$ cat src/rtl/lsu_pkg.sv
// Shared types and helpers for the MEM-stage load/store unit.
package lsu_pkg;

  localparam logic [2:0] F3_B  = 3'b000;
  localparam logic [2:0] F3_H  = 3'b001;
  localparam logic [2:0] F3_W  = 3'b010;
  localparam logic [2:0] F3_D  = 3'b011;
  localparam logic [2:0] F3_BU = 3'b100;
  localparam logic [2:0] F3_HU = 3'b101;
  localparam logic [2:0] F3_WU = 3'b110;

  typedef enum logic [1:0] {
    S_IDLE = 2'd0,
    S_REQ  = 2'd1,
    S_WAIT = 2'd2,
    S_DONE = 2'd3
  } lsu_state_e;

  // Instruction fields held while a memory op is in flight.
  typedef struct packed {
    logic [31:0] pc;
    logic [31:0] inst;
    logic [4:0]  rd;
    logic        rd_w_en;
    logic        is_store;
    logic [2:0]  funct3;
    logic [63:0] exu_result;
    logic [63:0] rs2;
  } lsu_req_t;

  // Byte strobes for an access of 2**sz bytes at lane 0.
  function automatic logic [7:0] size_mask(input logic [1:0] sz);
    case (sz)
      2'd0:    size_mask = 8'h01;
      2'd1:    size_mask = 8'h03;
      2'd2:    size_mask = 8'h0F;
      default: size_mask = 8'hFF;
    endcase
  endfunction

  // Natural alignment check; byte accesses are always aligned.
  function automatic logic is_misaligned(input logic [1:0] sz, input logic [2:0] off);
    case (sz)
      2'd0:    is_misaligned = 1'b0;
      2'd1:    is_misaligned = off[0];
      2'd2:    is_misaligned = |off[1:0];
      default: is_misaligned = |off;
    endcase
  endfunction

endpackage

$ cat src/rtl/mem_stage_lsu_if.sv
// Data-bus interface between the LSU (master) and memory (slave).
interface mem_stage_lsu_if;
  logic        mem_req;
  logic        mem_we;
  logic [63:0] mem_addr;
  logic [63:0] mem_wdata;
  logic [7:0]  mem_wmask;
  logic        mem_gnt;
  logic        mem_rvalid;
  logic [63:0] mem_rdata;

  modport master (
    output mem_req, mem_we, mem_addr, mem_wdata, mem_wmask,
    input  mem_gnt, mem_rvalid, mem_rdata
  );

  modport slave (
    input  mem_req, mem_we, mem_addr, mem_wdata, mem_wmask,
    output mem_gnt, mem_rvalid, mem_rdata
  );
endinterface

$ cat src/rtl/lsu_align.sv
// Combinational lane steering: store shift/strobes, load extract/extend,
// misalignment detection.
module lsu_align
  import lsu_pkg::*;
(
  input  logic [2:0]  funct3,
  input  logic [2:0]  off,
  input  logic [63:0] store_data,
  input  logic [63:0] rdata,
  output logic [7:0]  wmask,
  output logic [63:0] wdata,
  output logic [63:0] load_data,
  output logic        misaligned
);

  logic [63:0] shifted;

  assign wmask      = size_mask(funct3[1:0]) << off;
  assign wdata      = store_data << {off, 3'b000};
  assign shifted    = rdata >> {off, 3'b000};
  assign misaligned = is_misaligned(funct3[1:0], off);

  // Truncate the lane-0 value to the access size, then sign/zero extend.
  always_comb begin
    load_data = shifted;
    case (funct3)
      F3_B:    load_data = {{56{shifted[7]}},  shifted[7:0]};
      F3_H:    load_data = {{48{shifted[15]}}, shifted[15:0]};
      F3_W:    load_data = {{32{shifted[31]}}, shifted[31:0]};
      F3_BU:   load_data = {56'd0, shifted[7:0]};
      F3_HU:   load_data = {48'd0, shifted[15:0]};
      F3_WU:   load_data = {32'd0, shifted[31:0]};
      default: load_data = shifted;
    endcase
  end

endmodule

$ cat src/rtl/mem_stage_lsu.sv
// MEM stage: passes non-memory ops straight through, runs loads/stores
// over a req/gnt/rvalid bus with an optional WAIT timeout.
module mem_stage_lsu
  import lsu_pkg::*;
#(
  parameter int XLEN    = 64,
  parameter int TIMEOUT = 255
) (
  input  logic        clk,
  input  logic        rst,
  input  logic        in_valid,
  output logic        in_ready,
  input  logic [31:0] in_pc,
  input  logic [31:0] in_inst,
  input  logic [4:0]  in_rd,
  input  logic        in_rd_w_en,
  input  logic        in_mem_r_en,
  input  logic        in_mem_w_en,
  input  logic [2:0]  in_funct3,
  input  logic [XLEN-1:0] in_exu_result,
  input  logic [XLEN-1:0] in_x_rs2,
  mem_stage_lsu_if.master bus,
  output logic        out_valid,
  input  logic        out_ready,
  output logic [31:0] out_pc,
  output logic [31:0] out_inst,
  output logic [4:0]  out_rd,
  output logic        out_rd_w_en,
  output logic [XLEN-1:0] out_exu_result,
  output logic [XLEN-1:0] out_lsu_r_data,
  output logic        out_lsu_fault
);

  localparam int CW = (TIMEOUT > 1) ? $clog2(TIMEOUT + 1) : 1;

  lsu_state_e     state, state_nxt;
  lsu_req_t       lat, in_req;
  logic [63:0]    r_data;
  logic           fault;
  logic [CW-1:0]  cnt;

  logic           is_mem;
  logic           timeout_hit;
  logic [2:0]     al_funct3;
  logic [63:0]    al_addr;
  logic [7:0]     al_wmask;
  logic [63:0]    al_wdata;
  logic [63:0]    al_load;
  logic           al_misaligned;

  assign is_mem = in_mem_r_en | in_mem_w_en;

  assign in_req = '{
    pc:         in_pc,
    inst:       in_inst,
    rd:         in_rd,
    rd_w_en:    in_rd_w_en,
    is_store:   in_mem_w_en,
    funct3:     in_funct3,
    exu_result: in_exu_result,
    rs2:        in_x_rs2
  };

  // Counter holds the number of WAIT cycles already spent; the current one
  // is the last allowed when cnt+1 reaches TIMEOUT.
  assign timeout_hit = (TIMEOUT != 0) && ((int'(cnt) + 1) == TIMEOUT);

  // Alignment checks look at the incoming op in IDLE, at the latched op otherwise.
  assign al_funct3 = (state == S_IDLE) ? in_funct3     : lat.funct3;
  assign al_addr   = (state == S_IDLE) ? in_exu_result : lat.exu_result;

  lsu_align u_align (
    .funct3     (al_funct3),
    .off        (al_addr[2:0]),
    .store_data (lat.rs2),
    .rdata      (bus.mem_rdata),
    .wmask      (al_wmask),
    .wdata      (al_wdata),
    .load_data  (al_load),
    .misaligned (al_misaligned)
  );

  // State register.
  always_ff @(posedge clk or negedge rst) begin
    if (!rst) state <= S_IDLE;
    else      state <= state_nxt;
  end

  // Next-state logic.
  always_comb begin
    state_nxt = state;
    case (state)
      S_IDLE: if (in_valid && is_mem) state_nxt = al_misaligned ? S_DONE : S_REQ;
      S_REQ:  if (bus.mem_gnt)        state_nxt = bus.mem_rvalid ? S_DONE : S_WAIT;
      S_WAIT: if (bus.mem_rvalid || timeout_hit) state_nxt = S_DONE;
      S_DONE: if (out_ready)          state_nxt = S_IDLE;
      default: state_nxt = S_IDLE;
    endcase
  end

  // Field latch, load-data capture, fault flag and WAIT counter.
  always_ff @(posedge clk or negedge rst) begin
    if (!rst) begin
      lat    <= '0;
      r_data <= '0;
      fault  <= 1'b0;
      cnt    <= '0;
    end else begin
      case (state)
        S_IDLE: if (in_valid && is_mem) begin
          lat    <= in_req;
          r_data <= '0;
          fault  <= al_misaligned;
          cnt    <= '0;
        end
        S_REQ: if (bus.mem_gnt) begin
          cnt <= '0;
          if (bus.mem_rvalid && !lat.is_store) r_data <= al_load;
        end
        S_WAIT: begin
          cnt <= cnt + CW'(1);
          if (bus.mem_rvalid) begin
            if (!lat.is_store) r_data <= al_load;
          end else if (timeout_hit) begin
            fault  <= 1'b1;
            r_data <= '0;
          end
        end
        default: ;
      endcase
    end
  end

  // Bus drive: only REQ presents a request, everything else idles at zero.
  always_comb begin
    bus.mem_req   = 1'b0;
    bus.mem_we    = 1'b0;
    bus.mem_addr  = '0;
    bus.mem_wdata = '0;
    bus.mem_wmask = '0;
    if (state == S_REQ) begin
      bus.mem_req   = 1'b1;
      bus.mem_we    = lat.is_store;
      bus.mem_addr  = {lat.exu_result[63:3], 3'b000};
      bus.mem_wdata = lat.is_store ? al_wdata : '0;
      bus.mem_wmask = lat.is_store ? al_wmask : '0;
    end
  end

  // Downstream outputs: pass-through in IDLE, latched copy otherwise.
  always_comb begin
    in_ready       = (state == S_IDLE);
    out_valid      = 1'b0;
    out_pc         = lat.pc;
    out_inst       = lat.inst;
    out_rd         = lat.rd;
    out_rd_w_en    = lat.rd_w_en & ~fault;
    out_exu_result = lat.exu_result;
    out_lsu_r_data = r_data;
    out_lsu_fault  = fault;
    case (state)
      S_IDLE: begin
        out_valid      = in_valid & ~is_mem;
        out_pc         = in_pc;
        out_inst       = in_inst;
        out_rd         = in_rd;
        out_rd_w_en    = in_rd_w_en;
        out_exu_result = in_exu_result;
        out_lsu_r_data = '0;
        out_lsu_fault  = 1'b0;
      end
      S_DONE:  out_valid = 1'b1;
      default: ;
    endcase
  end

endmodule

$ cat src/flat_wrapper.sv
// flat-port wrapper written by rule: the top's interface ports become plain ports
module mem_stage_lsu_flat import lsu_pkg::*;
#(
  parameter int XLEN    = 64,
  parameter int TIMEOUT = 255
)
  (clk, rst, in_valid, in_ready, in_pc, in_inst, in_rd, in_rd_w_en, in_mem_r_en, in_mem_w_en, in_funct3, in_exu_result, in_x_rs2, out_valid, out_ready, out_pc, out_inst, out_rd, out_rd_w_en, out_exu_result, out_lsu_r_data, out_lsu_fault, bus_mem_req, bus_mem_we, bus_mem_addr, bus_mem_wdata, bus_mem_wmask, bus_mem_gnt, bus_mem_rvalid, bus_mem_rdata);
  mem_stage_lsu_if bus_i ();
  input  logic clk;
  input  logic rst;
  input  logic in_valid;
  output logic in_ready;
  input  logic [31:0] in_pc;
  input  logic [31:0] in_inst;
  input  logic [4:0] in_rd;
  input  logic in_rd_w_en;
  input  logic in_mem_r_en;
  input  logic in_mem_w_en;
  input  logic [2:0] in_funct3;
  input  logic [XLEN-1:0] in_exu_result;
  input  logic [XLEN-1:0] in_x_rs2;
  output logic out_valid;
  input  logic out_ready;
  output logic [31:0] out_pc;
  output logic [31:0] out_inst;
  output logic [4:0] out_rd;
  output logic out_rd_w_en;
  output logic [XLEN-1:0] out_exu_result;
  output logic [XLEN-1:0] out_lsu_r_data;
  output logic out_lsu_fault;
  output wire logic [$bits(bus_i.mem_req)-1:0] bus_mem_req;
  output wire logic [$bits(bus_i.mem_we)-1:0] bus_mem_we;
  output wire logic [$bits(bus_i.mem_addr)-1:0] bus_mem_addr;
  output wire logic [$bits(bus_i.mem_wdata)-1:0] bus_mem_wdata;
  output wire logic [$bits(bus_i.mem_wmask)-1:0] bus_mem_wmask;
  input wire logic [$bits(bus_i.mem_gnt)-1:0] bus_mem_gnt;
  input wire logic [$bits(bus_i.mem_rvalid)-1:0] bus_mem_rvalid;
  input wire logic [$bits(bus_i.mem_rdata)-1:0] bus_mem_rdata;
  assign bus_mem_req = bus_i.mem_req;
  assign bus_mem_we = bus_i.mem_we;
  assign bus_mem_addr = bus_i.mem_addr;
  assign bus_mem_wdata = bus_i.mem_wdata;
  assign bus_mem_wmask = bus_i.mem_wmask;
  assign bus_i.mem_gnt = bus_mem_gnt;
  assign bus_i.mem_rvalid = bus_mem_rvalid;
  assign bus_i.mem_rdata = bus_mem_rdata;
  mem_stage_lsu #(.XLEN(XLEN), .TIMEOUT(TIMEOUT)) u_core (.clk(clk), .rst(rst), .in_valid(in_valid), .in_ready(in_ready), .in_pc(in_pc), .in_inst(in_inst), .in_rd(in_rd), .in_rd_w_en(in_rd_w_en), .in_mem_r_en(in_mem_r_en), .in_mem_w_en(in_mem_w_en), .in_funct3(in_funct3), .in_exu_result(in_exu_result), .in_x_rs2(in_x_rs2), .bus(bus_i), .out_valid(out_valid), .out_ready(out_ready), .out_pc(out_pc), .out_inst(out_inst), .out_rd(out_rd), .out_rd_w_en(out_rd_w_en), .out_exu_result(out_exu_result), .out_lsu_r_data(out_lsu_r_data), .out_lsu_fault(out_lsu_fault));
endmodule
$ cat config.mk
export PLATFORM = sky130hd
export DESIGN_NAME = mem_stage_lsu_flat
export DESIGN_NICKNAME = d
export VERILOG_FILES = /design/src/rtl/lsu_pkg.sv /design/src/rtl/mem_stage_lsu_if.sv /design/src/rtl/lsu_align.sv /design/src/rtl/mem_stage_lsu.sv /design/src/flat_wrapper.sv
export SDC_FILE = /design/constraint.sdc
export NUM_CORES = 1
export LEC_CHECK = 0
export CORE_AREA = 2 2 237 239
export CTS_CLUSTER_DIAMETER = 50
export CTS_CLUSTER_SIZE = 16
export DETAILED_ROUTE_END_ITERATION = 10
export DIE_AREA = 0 0 239 241
export MAX_ROUTING_LAYER = met4
export PLACE_DENSITY = 0.59
export SLEW_MARGIN = 25
export SYNTH_ARGS = -nofsm -noshare
export SYNTH_HDL_FRONTEND = slang
export SYNTH_SLANG_ARGS = --single-unit
$ cat constraint.sdc
create_clock -name clk -period 3.8 [get_ports clk]
set_input_delay 0.76 -clock clk [delete_from_list [all_inputs] [get_ports clk]]
set_output_delay 0.76 -clock clk [all_outputs]
set_load 0.02 [all_outputs]
## Word level (Yosys, flattened, before mapping)

Index checks and enable logic that the tools add are counted.

| storage, ports and cells | value |
|---|---|
| flip-flop bits (word level) | 277 |
| input bits | 273 |
| output and inout bits | 339 |

| cells by class | value |
|---|---|
| add/sub/neg operators | 2 |
| equal/unequal tests | 20 |
| shift operators | 3 |
| mux-type cells | 40 |
| bitwise operators | 5 |
| reduce and logical (&&, ||, !) cells | 16 |

Operators by type and width:

| cell | number |
|---|---|
| 2-to-1 mux 64 bit | 11 |
| one-hot mux 64 bit (6 select lines) | 1 |
| one-hot mux 64 bit (3 select lines) | 1 |
| 2-to-1 mux 32 bit | 2 |
| left shift 64 x 6 -> 64 bit | 1 |
| right shift 64 x 6 -> 64 bit | 1 |
| one-hot mux 8 bit (3 select lines) | 2 |
| equality test 32 x 9 -> 1 bit, second input constant | 1 |
| 2-to-1 mux 8 bit | 4 |
| 2-to-1 mux 2 bit | 5 |
| adder 8 x 1 -> 9 bit, second input constant | 1 |
| equality test 3 bit, second input constant | 3 |
| adder 8 x 1 -> 8 bit, second input constant | 1 |
| 2-to-1 mux 1 bit | 8 |
| inequality test 2 x 1 -> 1 bit, second input constant | 4 |
| one-hot mux 2 bit (4 select lines) | 1 |
| AND reduction 4 bit | 2 |
| left shift 8 x 3 -> 8 bit | 1 |
| equality test 2 bit, second input constant | 3 |
| inequality test 2 bit, second input constant | 3 |
| AND reduction 6 bit | 1 |
| 2-to-1 mux 5 bit | 1 |
| equality test 2 x 1 -> 1 bit, second input constant | 2 |
| logical NOT 2 bit | 2 |
| other kinds (20) | 24 |

## Logic depth before layout (Yosys ltp)

Gate-level depths: netlist of the first run.

| logic depth | value |
|---|---|
| depth in word-level cells | 7 |
| mapped depth | 11 |
| gate-level depth less buffers | 9 |

## Hierarchy

Synthesis of the first run repeated with hierarchy kept, for this count alone.

| second synthesis, totals | value |
|---|---|
| cell total of the unflattened synthesis | 1,651 |
| area, all modules | 18,208.7 µm² |

By module, submodules not included:

| module | times used | cells an instance | area an instance (µm²) | sequential area each (µm²) |
|---|---|---|---|---|
| mem_stage_lsu | 1 | 1,065 | 13,700.6 | 6,931.6 |
| lsu_align | 1 | 586 | 4,508.1 | 0.0 |

## Least setup slack after synthesis of the first run

OpenSTA, ideal clock, no wires.

| timing | value |
|---|---|
| kind | register to output |
| start | register u_core.state[0] |
| end | output port bus_mem_wmask[5] |
| data arrival time | 3,354 ps |
| path slack | -314 ps |
| cell stages (with the launch flop) | 10 |
| cells stage by stage | dfrtp_1 > inv_1 > ha_1 > mux2i_1 > inv_1 > buf_4 > buf_4 > buf_2 > buf_2 > a2111oi_0 |

| between the ends | value |
|---|---|
| elaborated cells on any way between the ends | 11 |

RTL lines:

| element | RTL line | source |
|---|---|---|
| start, declared | mem_stage_lsu.sv:36 | `lsu_state_e state, state_nxt;` |
| start signal, assigned | mem_stage_lsu.sv:86 | `else state <= state_nxt;` |
| logical NOT 2 bit | -- |  |
| net in_ready | flat_wrapper.sv:12 | `output logic in_ready;` |
| 2-to-1 mux 64 bit | mem_stage_lsu.sv:70 | `assign al_addr = (state == S_IDLE) ? in_exu_result : lat.exu_result;` |
| net out_exu_result[1] | flat_wrapper.sv:28 | `output logic [XLEN-1:0] out_exu_result;` |
| left shift 8 x 3 -> 8 bit | lsu_align.sv:18 | `assign wmask = size_mask(funct3[1:0]) << off;` |
| 2-to-1 mux 8 bit | mem_stage_lsu.sv:146 | `bus.mem_wmask = lat.is_store ? al_wmask : '0;` |
| 2-to-1 mux 8 bit | mem_stage_lsu.sv:141 | `if (state == S_REQ) begin` |
| end, declared | flat_wrapper.sv:35 | `output wire logic [$bits(bus_i.mem_wmask)-1:0] bus_mem_wmask;` |

The timed path passes the listed nets, and every way through them passes these cells.

## Worst setup path in the final report of the first run

| timing | value |
|---|---|
| start | register u_core.state[0] |
| end | output port out_inst[2] |

| between the ends | value |
|---|---|
| cells in the longest elaborated chain, start to end | 2 |

Ends and longest elaborated chain:

| element | RTL line | source |
|---|---|---|
| logical NOT 2 bit | mem_stage_lsu.sv:161 | `case (state)` |
| 2-to-1 mux 32 bit | mem_stage_lsu.sv:161 |  |
| end, declared | flat_wrapper.sv:25 | `output logic [31:0] out_inst;` |

Every way passes these cells.

==> impl_metrics.ini, run 1 <==
[route]
vias_per_cell = 5.18
initialDrtViolationCount = 1094
first_pass_iters = 8
wl_per_cell_um = 23.9
postRouteAntennaNets = 0
vias = 15699
drc = 0
wl_mm = 72.3

[sta]
fin_crit_sh = 0.978
maxSlewViolCount = 0
fin_ws_ns = 0.0838
maxSlewHeadroom = 0.402
rsz0062_at_grt = true
final-hold-violation-count = 0
fmax_ghz = 0.269
finalCriticalPeriod_ns = 3.72
worst_pin_slew_ns = 0.898
whs_ns = 0.210
setup_violations = 0
finalClockSkew_ns = 0.0132
setup-tns-final_ns = 0

[floorplanning]
die_area_mm2 = 0.0576
row_count = 86
ios = 612
die_width_um = 239
die_height_um = 241
core_mm2 = 0.0549
initial_core_util = 0.303

[power]
seq_power_share = 0.210
clkPwrFrac = 0.145
p_int_mw = 14.6
switchingPower_mw = 11.6
power.density_mw_per_mm2 = 1020
p_leak_nw = 11.2
vdd_drop_max_mv = 0.516
pwr-share-comb = 0.645
swShare = 0.443

[setup_path]
cp_slowest_cell = clkdlybuf4s50_1
worstSetupPathType = register to output pin
worstPathRequired_ns = 3.04
critical_path.top_delay_family = buffers and inverters
crit_chain = inv_2, ha_4, buf_4, bufbuf_16, mux2_2, clkdlybuf4s50_1
crit_path_end_kind = output pin
slowest_delay_ns = 0.56
arrival_ns = 2.96
crit_fanout = 103
worst-path-buf-inv = 4
cp-start-kind = register

[synth]
synth_area_leader_cell = dfrtp_1
synth_area_per_cell_um2 = 10.1
synth_flop_cell = dfrtp_1
synth_common_cells = mux2_2 (331), dfrtp_1 (277), nand2_1 (242), clkbuf_1 (92), mux2i_1 (88)
ys_async_sr_fraction = 1.00
yosysWarnings = 0
ys_seq_area_frac = 0.417
ys_types = 52
yosys-top-cells-area = dfrtp_1 (42%), mux2_2 (22%), nand2_1 (5.5%)
synth_top_cell_area_share = 0.417
synth_edf_count = 0
synth-seq-cells = 277
synthesis.area_mm2 = 0.0166
synth_cells = 1639
synth.most_common_cell = mux2_2

[global_routing]
grt_pass1_wl_mm = 104
grt_pass1_vias = 16085
grt_max_degree = 104
grt-busiest-layer = met2
met3_usage = 0.0500
use_met2 = 0.423
grt_use_met1 = 0.292
overflow = 0
grt_util_all_layers = 0.249
antenna_found_initial = 8

[layout]
nets = 2568
fin_area_mm2 = 0.0258
syn_to_final_growth_pct = 55.2
drive_above_1_share = 0.263

[clocking]
clk_latency_ns = 0.56
htree_levels = 2
cts_tree = yes
cts_inserted_buffers = 38
cts.clk_slew.worst_paths_ns = 0.06
cts.sinks = 277
clock_path_buffers = 3
cts_hold_buf = 0
cts-root-buf = clkbuf_16

[run]
cap_viol_max_count = 0

[place]
pre_cts_ws_ns = -0.328
place_area_mm2 = 0.0242
dp_hpwl_mm = 54.6
portBuffers = 608
gp_congestion = 0.998

[worst_hold_path]
hold_class = primary input to asynchronous set/reset pin

[outcome]
status = finished clean
-- metrics by stage --
step           std cells  power (mW)   util
2_1_floorplan       1641        14.5      -
3_3_place_gp        2942        22.0  0.441
3_5_place_dp        2942        22.1  0.441
4_1_cts             3015        26.2  0.468
5_1_grt             3027        27.6  0.470
6_report            3028        26.2  0.470
-- worst paths after layout --
check,startpoint,endpoint,slack (ns),cells after the start
max,u_core.state[0],out_inst[2],0.08,6
min,rst,u_core.r_data[58],0.21,1
max reg2reg,u_core.state[0],u_core.r_data[20],0.41,13
min reg2reg,u_core.r_data[9],u_core.r_data[9],0.48,1
max in group asynchronous,rst,u_core.lat[67],2.55,2
min in group clk,u_core.r_data[9],u_core.r_data[9],0.48,1
-- what timing repair did --
item / CTS / global route
gates cloned: 2 / 0
setup buffers: 3 / 5
hold endpoints to repair: 0 / 0
pin swaps: 5 / 1
gates resized for setup: 128 / 40
setup endpoints to repair: 203 / 57
-- placed cells by master, fill, tap and decap left out, drive strengths merged, types with 4 or more instances in the layout --
cell / synthesis / routed
and2: 79 / 79
dlygate4sd2: 0 / 36
ha: 7 / 7
a32oi: 9 / 9
o21ai: 48 / 48
a211oi: 24 / 24
nand2: 242 / 242
mux2: 331 / 331
clkdlybuf4s15: 0 / 14
a22o: 37 / 37
inv: 12 / 19
buf: 39 / 146
a21oi: 72 / 72
bufinv: 0 / 5
a221o: 15 / 15
a32o: 8 / 8
mux2i: 91 / 91
nand2b: 4 / 4
nand3: 35 / 35
nor2b: 69 / 69
dfrtp: 277 / 277
a31oi: 15 / 15
dlymetal6s2s: 0 / 13
clkinv: 0 / 13
and3: 17 / 17
diode: 0 / 8
nor3: 6 / 6
o31ai: 6 / 6
nor2: 67 / 67
clkbuf: 92 / 46
a211o: 10 / 10
clkdlybuf4s50: 0 / 521
-- cell type report --
class                   instances  area (um2)
flip-flops and latches        277        6930
clock inverters                28         340
multi-input cells            1221        9280
inverters                      12        51.3
fillers                      5151       29100
clock buffers                  40         980
repair buffers                738        7300
diodes                          8        20.0
well taps                     704         881
-- cell families after synthesis --
kind of cell	synth area share
multiplexers	0.285
XOR/XNOR	0.000527
flip-flops	0.417
AO/OA/AOI/OAI	0.107
buffers and inverters	0.0354
adder cells (fa/ha/maj)	0.00527
AND/OR/NAND/NOR	0.149
other	0.000226
-- sequential cells by signal (all words and copies together), names as in the netlist --
signal,count
u_core.r_data,64
u_core.cnt,8
u_core.state,2
u_core.fault,1
u_core.lat,202
-- metal layers --
metal  wire [um]  vias to the layer above
li1            -                     7136
met1       29000                     7748
met4        2350                        0
met5           0                        -
met3        4810                      107
met2       36100                      708
-- power groups by stage --
stage / registers, mW / clock network [mW] / logic, mW
finish: 5.51 / 3.80 / 16.9
global route: 5.67 / 4.02 / 17.9
CTS: 5.48 / 3.88 / 16.9
detailed placement: 5.50 / 0 / 16.6
global placement: 5.46 / 0 / 16.6
floorplan: 4.97 / 0 / 9.55
-- worst reg2reg max path, cell delays in order (launching register included) --
cell	delay, ns
dfrtp_1	0.39
inv_2	0.10
ha_4	0.21
mux2i_4	0.27
buf_12	0.14
clkinv_2	0.06
buf_12	0.15
buf_4	0.17
buf_12	0.16
mux4_2	0.38
mux2i_4	0.08
or2_4	0.27
a21oi_2	0.72
a221o_1	0.23
No activity file was read; power rests on OpenSTA's default activity.
==> run 2: changes to the inputs <==
--- a/config.mk
+++ b/config.mk
@@ -5,13 +5,14 @@
 export SDC_FILE = /design/constraint.sdc
 export NUM_CORES = 1
 export LEC_CHECK = 0
-export CORE_AREA = 2 2 237 239
+export ABC_AREA = 1
+export CORE_AREA = 4 4 236 238
 export CTS_CLUSTER_DIAMETER = 50
 export CTS_CLUSTER_SIZE = 16
 export DETAILED_ROUTE_END_ITERATION = 10
-export DIE_AREA = 0 0 239 241
+export DIE_AREA = 0 0 240 242
 export MAX_ROUTING_LAYER = met4
-export PLACE_DENSITY = 0.59
+export PLACE_DENSITY = 0.61
 export SLEW_MARGIN = 25
 export SYNTH_ARGS = -nofsm -noshare
 export SYNTH_HDL_FRONTEND = slang
==> run 2 against run 1 <==
- sequential cell count did not move
- worst setup slack improved by 0.020 ns
- largest power group unchanged
- sequential share of layout area barely moved
- clock skew rose by 0.0074 ns
- sequential power fell by 9.6%
==> impl_metrics.ini, run 2 <==
[outcome]
status = finished clean

[global_routing]
grt_pass1_wl_mm = 113
grt_pass1_vias = 18625
overflow = 0
antenna_found_initial = 11
grt_max_degree = 186
grt_util_all_layers = 0.257

[setup_path]
cp_common_cell = nand2_1
slowest_delay_ns = 0.62
cp_slowest_cell = clkdlybuf4s50_1
worstPathRequired_ns = 3.04
crit_chain = inv_2, ha_4, buf_4, nand2_1, nand2_2, nand2_1, nor3_4, inv_1, nor2_1, clkdlybuf4s50_1
crit_path_end_kind = output pin
cp-start-kind = register
worstSetupPathType = register to output pin
arrival_ns = 2.94
crit_fanout = 8

[floorplanning]
die_area_mm2 = 0.0581
row_count = 85
initial_core_util = 0.321
ios = 612
core_mm2 = 0.0536
die_width_um = 240
die_height_um = 242

[route]
initialDrtViolationCount = 1333
vias_per_cell = 4.92
postRouteAntennaNets = 0
wl_per_cell_um = 19.3
drc = 0
first_pass_iters = 6
vias = 19361
wl_mm = 75.8

[synth]
ys_seq_area_frac = 0.403
synth-seq-cells = 277
muxShareOfSynthArea = 0.000582
synth.most_common_cell = nand2_1
synth_top_cell_area_share = 0.403
ys_types = 41
synthesis.area_mm2 = 0.0172
synth_edf_count = 0
yosys-top-cells-area = dfrtp_1 (40%), nand2_1 (20%), o21ai_0 (14%)
synth_common_cells = nand2_1 (911), o21ai_0 (477), inv_1 (365), dfrtp_1 (277), nor2_1 (130)
ys_async_sr_fraction = 1.00
synth_compound_area_frac = 0.182
synth_flop_cell = dfrtp_1
yosysWarnings = 0
synth_top_family_by_area = simple AND/OR/NAND/NOR gates
synth_area_per_cell_um2 = 6.54
synth_area_leader_cell = dfrtp_1
synth_xor_xnor_area_share = 0
synth_simple_gate_area_frac = 0.278
synth_fa_ha_area_frac = 0.00510
synth_cells = 2629

[sta]
final-hold-violation-count = 0
fin_crit_sh = 0.973
finalCriticalPeriod_ns = 3.70
maxSlewViolCount = 0
worst_pin_slew_ns = 0.757
maxSlewHeadroom = 0.495
setup_violations = 0
finalClockSkew_ns = 0.0206
fmax_ghz = 0.271
rsz0062_at_grt = false

[power]
p_total_mw = 24.8
power.density_mw_per_mm2 = 964
p_leak_nw = 13.0
vdd_drop_max_mv = 0.548

[clocking]
cts_inserted_buffers = 41
clock_path_buffers = 3
cts.sinks = 277
cts-root-buf = clkbuf_16
cts.clk_slew.worst_paths_ns = 0.06
clk_latency_ns = 0.57
htree_levels = 2
cts_tree = yes

[layout]
largest_reg_flops = 202
seq_area_mm2 = 0.00693
largestRegisters = u_core.lat: 202 flops, u_core.r_data: 64 flops, u_core.cnt: 8 flops
nFillCells = 5471
final_cell_mix = nand2_1 (910), clkdlybuf4s50_1 (546), o21ai_0 (464)
syn_to_final_growth_pct = 49.8
drive_above_1_share = 0.0642
regMostFlops = u_core.lat
multi_input_area_mm2 = 0.00807
fin_area_mm2 = 0.0257
final_common_cell = nand2_1
nets = 3473

[place]
dp_hpwl_mm = 58.0
gp_congestion = 0.940
portBuffers = 608
place_area_mm2 = 0.0241

[run]
cap_viol_max_count = 0

[worst_hold_path]
hold_class = primary input to asynchronous set/reset pin
==> run 2: worst paths after layout <==
check	depth (start not counted)	slack (ns)	from	end
setup reg to reg	16	0.60	u_core.state[1]	u_core.r_data[47]
min in group clk	2	0.47	u_core.lat[66]	u_core.lat[66]
hold reg to reg	2	0.47	u_core.lat[66]	u_core.lat[66]
hold / removal	1	0.17	rst	u_core.lat[96]
setup / recovery	10	0.10	u_core.state[1]	bus_mem_wdata[0]
max in group asynchronous	2	2.76	rst	u_core.lat[23]
==> run 2: metrics by stage <==
stage | cells | utilization | hold slack (ns) | setup WS [ns] | setup TNS [ns]
2_1_floorplan | 2631 | - | 0.442 | 0.512 | 0
6_report | 3935 | 0.480 | 0.172 | 0.104 | 0
3_5_place_dp | 3839 | 0.450 | 0.459 | -0.101 | -0.552
5_1_grt | 3933 | 0.480 | 0.211 | 0.00207 | 0
3_3_place_gp | 3839 | 0.450 | 0.455 | -0.112 | -0.771
4_1_cts | 3921 | 0.478 | 0.182 | 0.000595 | 0
==> run 2: logic make-up (layout without fill, tap and decap cells) <==
kind of cell    after synthesis  count (layout)
buf+inv                     553            1148
flops                       277             277
fa+ha+maj                     7               7
mux                           1               1
other cells                   1              16
simple gates               1193            1193
compound gates              597             597
==> run 2: layout make-up <==
type	instances	area share
Inverter	373	0.0550
Timing Repair Buffer	699	0.272
Multi-Input combinational cell	1801	0.314
Sequential cell	277	0.269
Clock buffer	44	0.0423
Antenna cell	13	0.00126
Clock inverter	32	0.0132
Tap cell	696	0.0338
==> run 2: power by group <==
part / total, mW / internal (mW) / switching [mW] / leakage, nW
clock: 3.98 / 2.31 / 1.67 / 0.690
combinational: 15.9 / 5.79 / 10.1 / 8.77
sequential: 4.98 / 4.15 / 0.824 / 3.55
==> run 2: layer usage <==
metal  GRT usage  up-vias  part of all wire
li1            -     9374                 -
met1       0.317     9104              0.41
met2       0.408      740              0.47
met3      0.0610      143             0.079
met4      0.0993        0             0.040
met5           -        -                 0
==> run 2: what timing repair did <==
item                                    4_1_cts  5_1_grt
gates resized for setup                      49       35
endpoints found under the setup margin      144       36
buffers inserted                              6        0
hold endpoints to repair                      0        0
cloned                                        0        1
hold buffers                                  0        0
pin swaps                                     4        1
==> run 2: worst max-delay path, delay by kind of cell (launching register included) <==
family | cells | cell delay (ns)
DFF | 1 | 0.40
buffers and inverters | 4 | 1.03
and+or+nand+nor | 5 | 0.73
adders and majority gates | 1 | 0.20
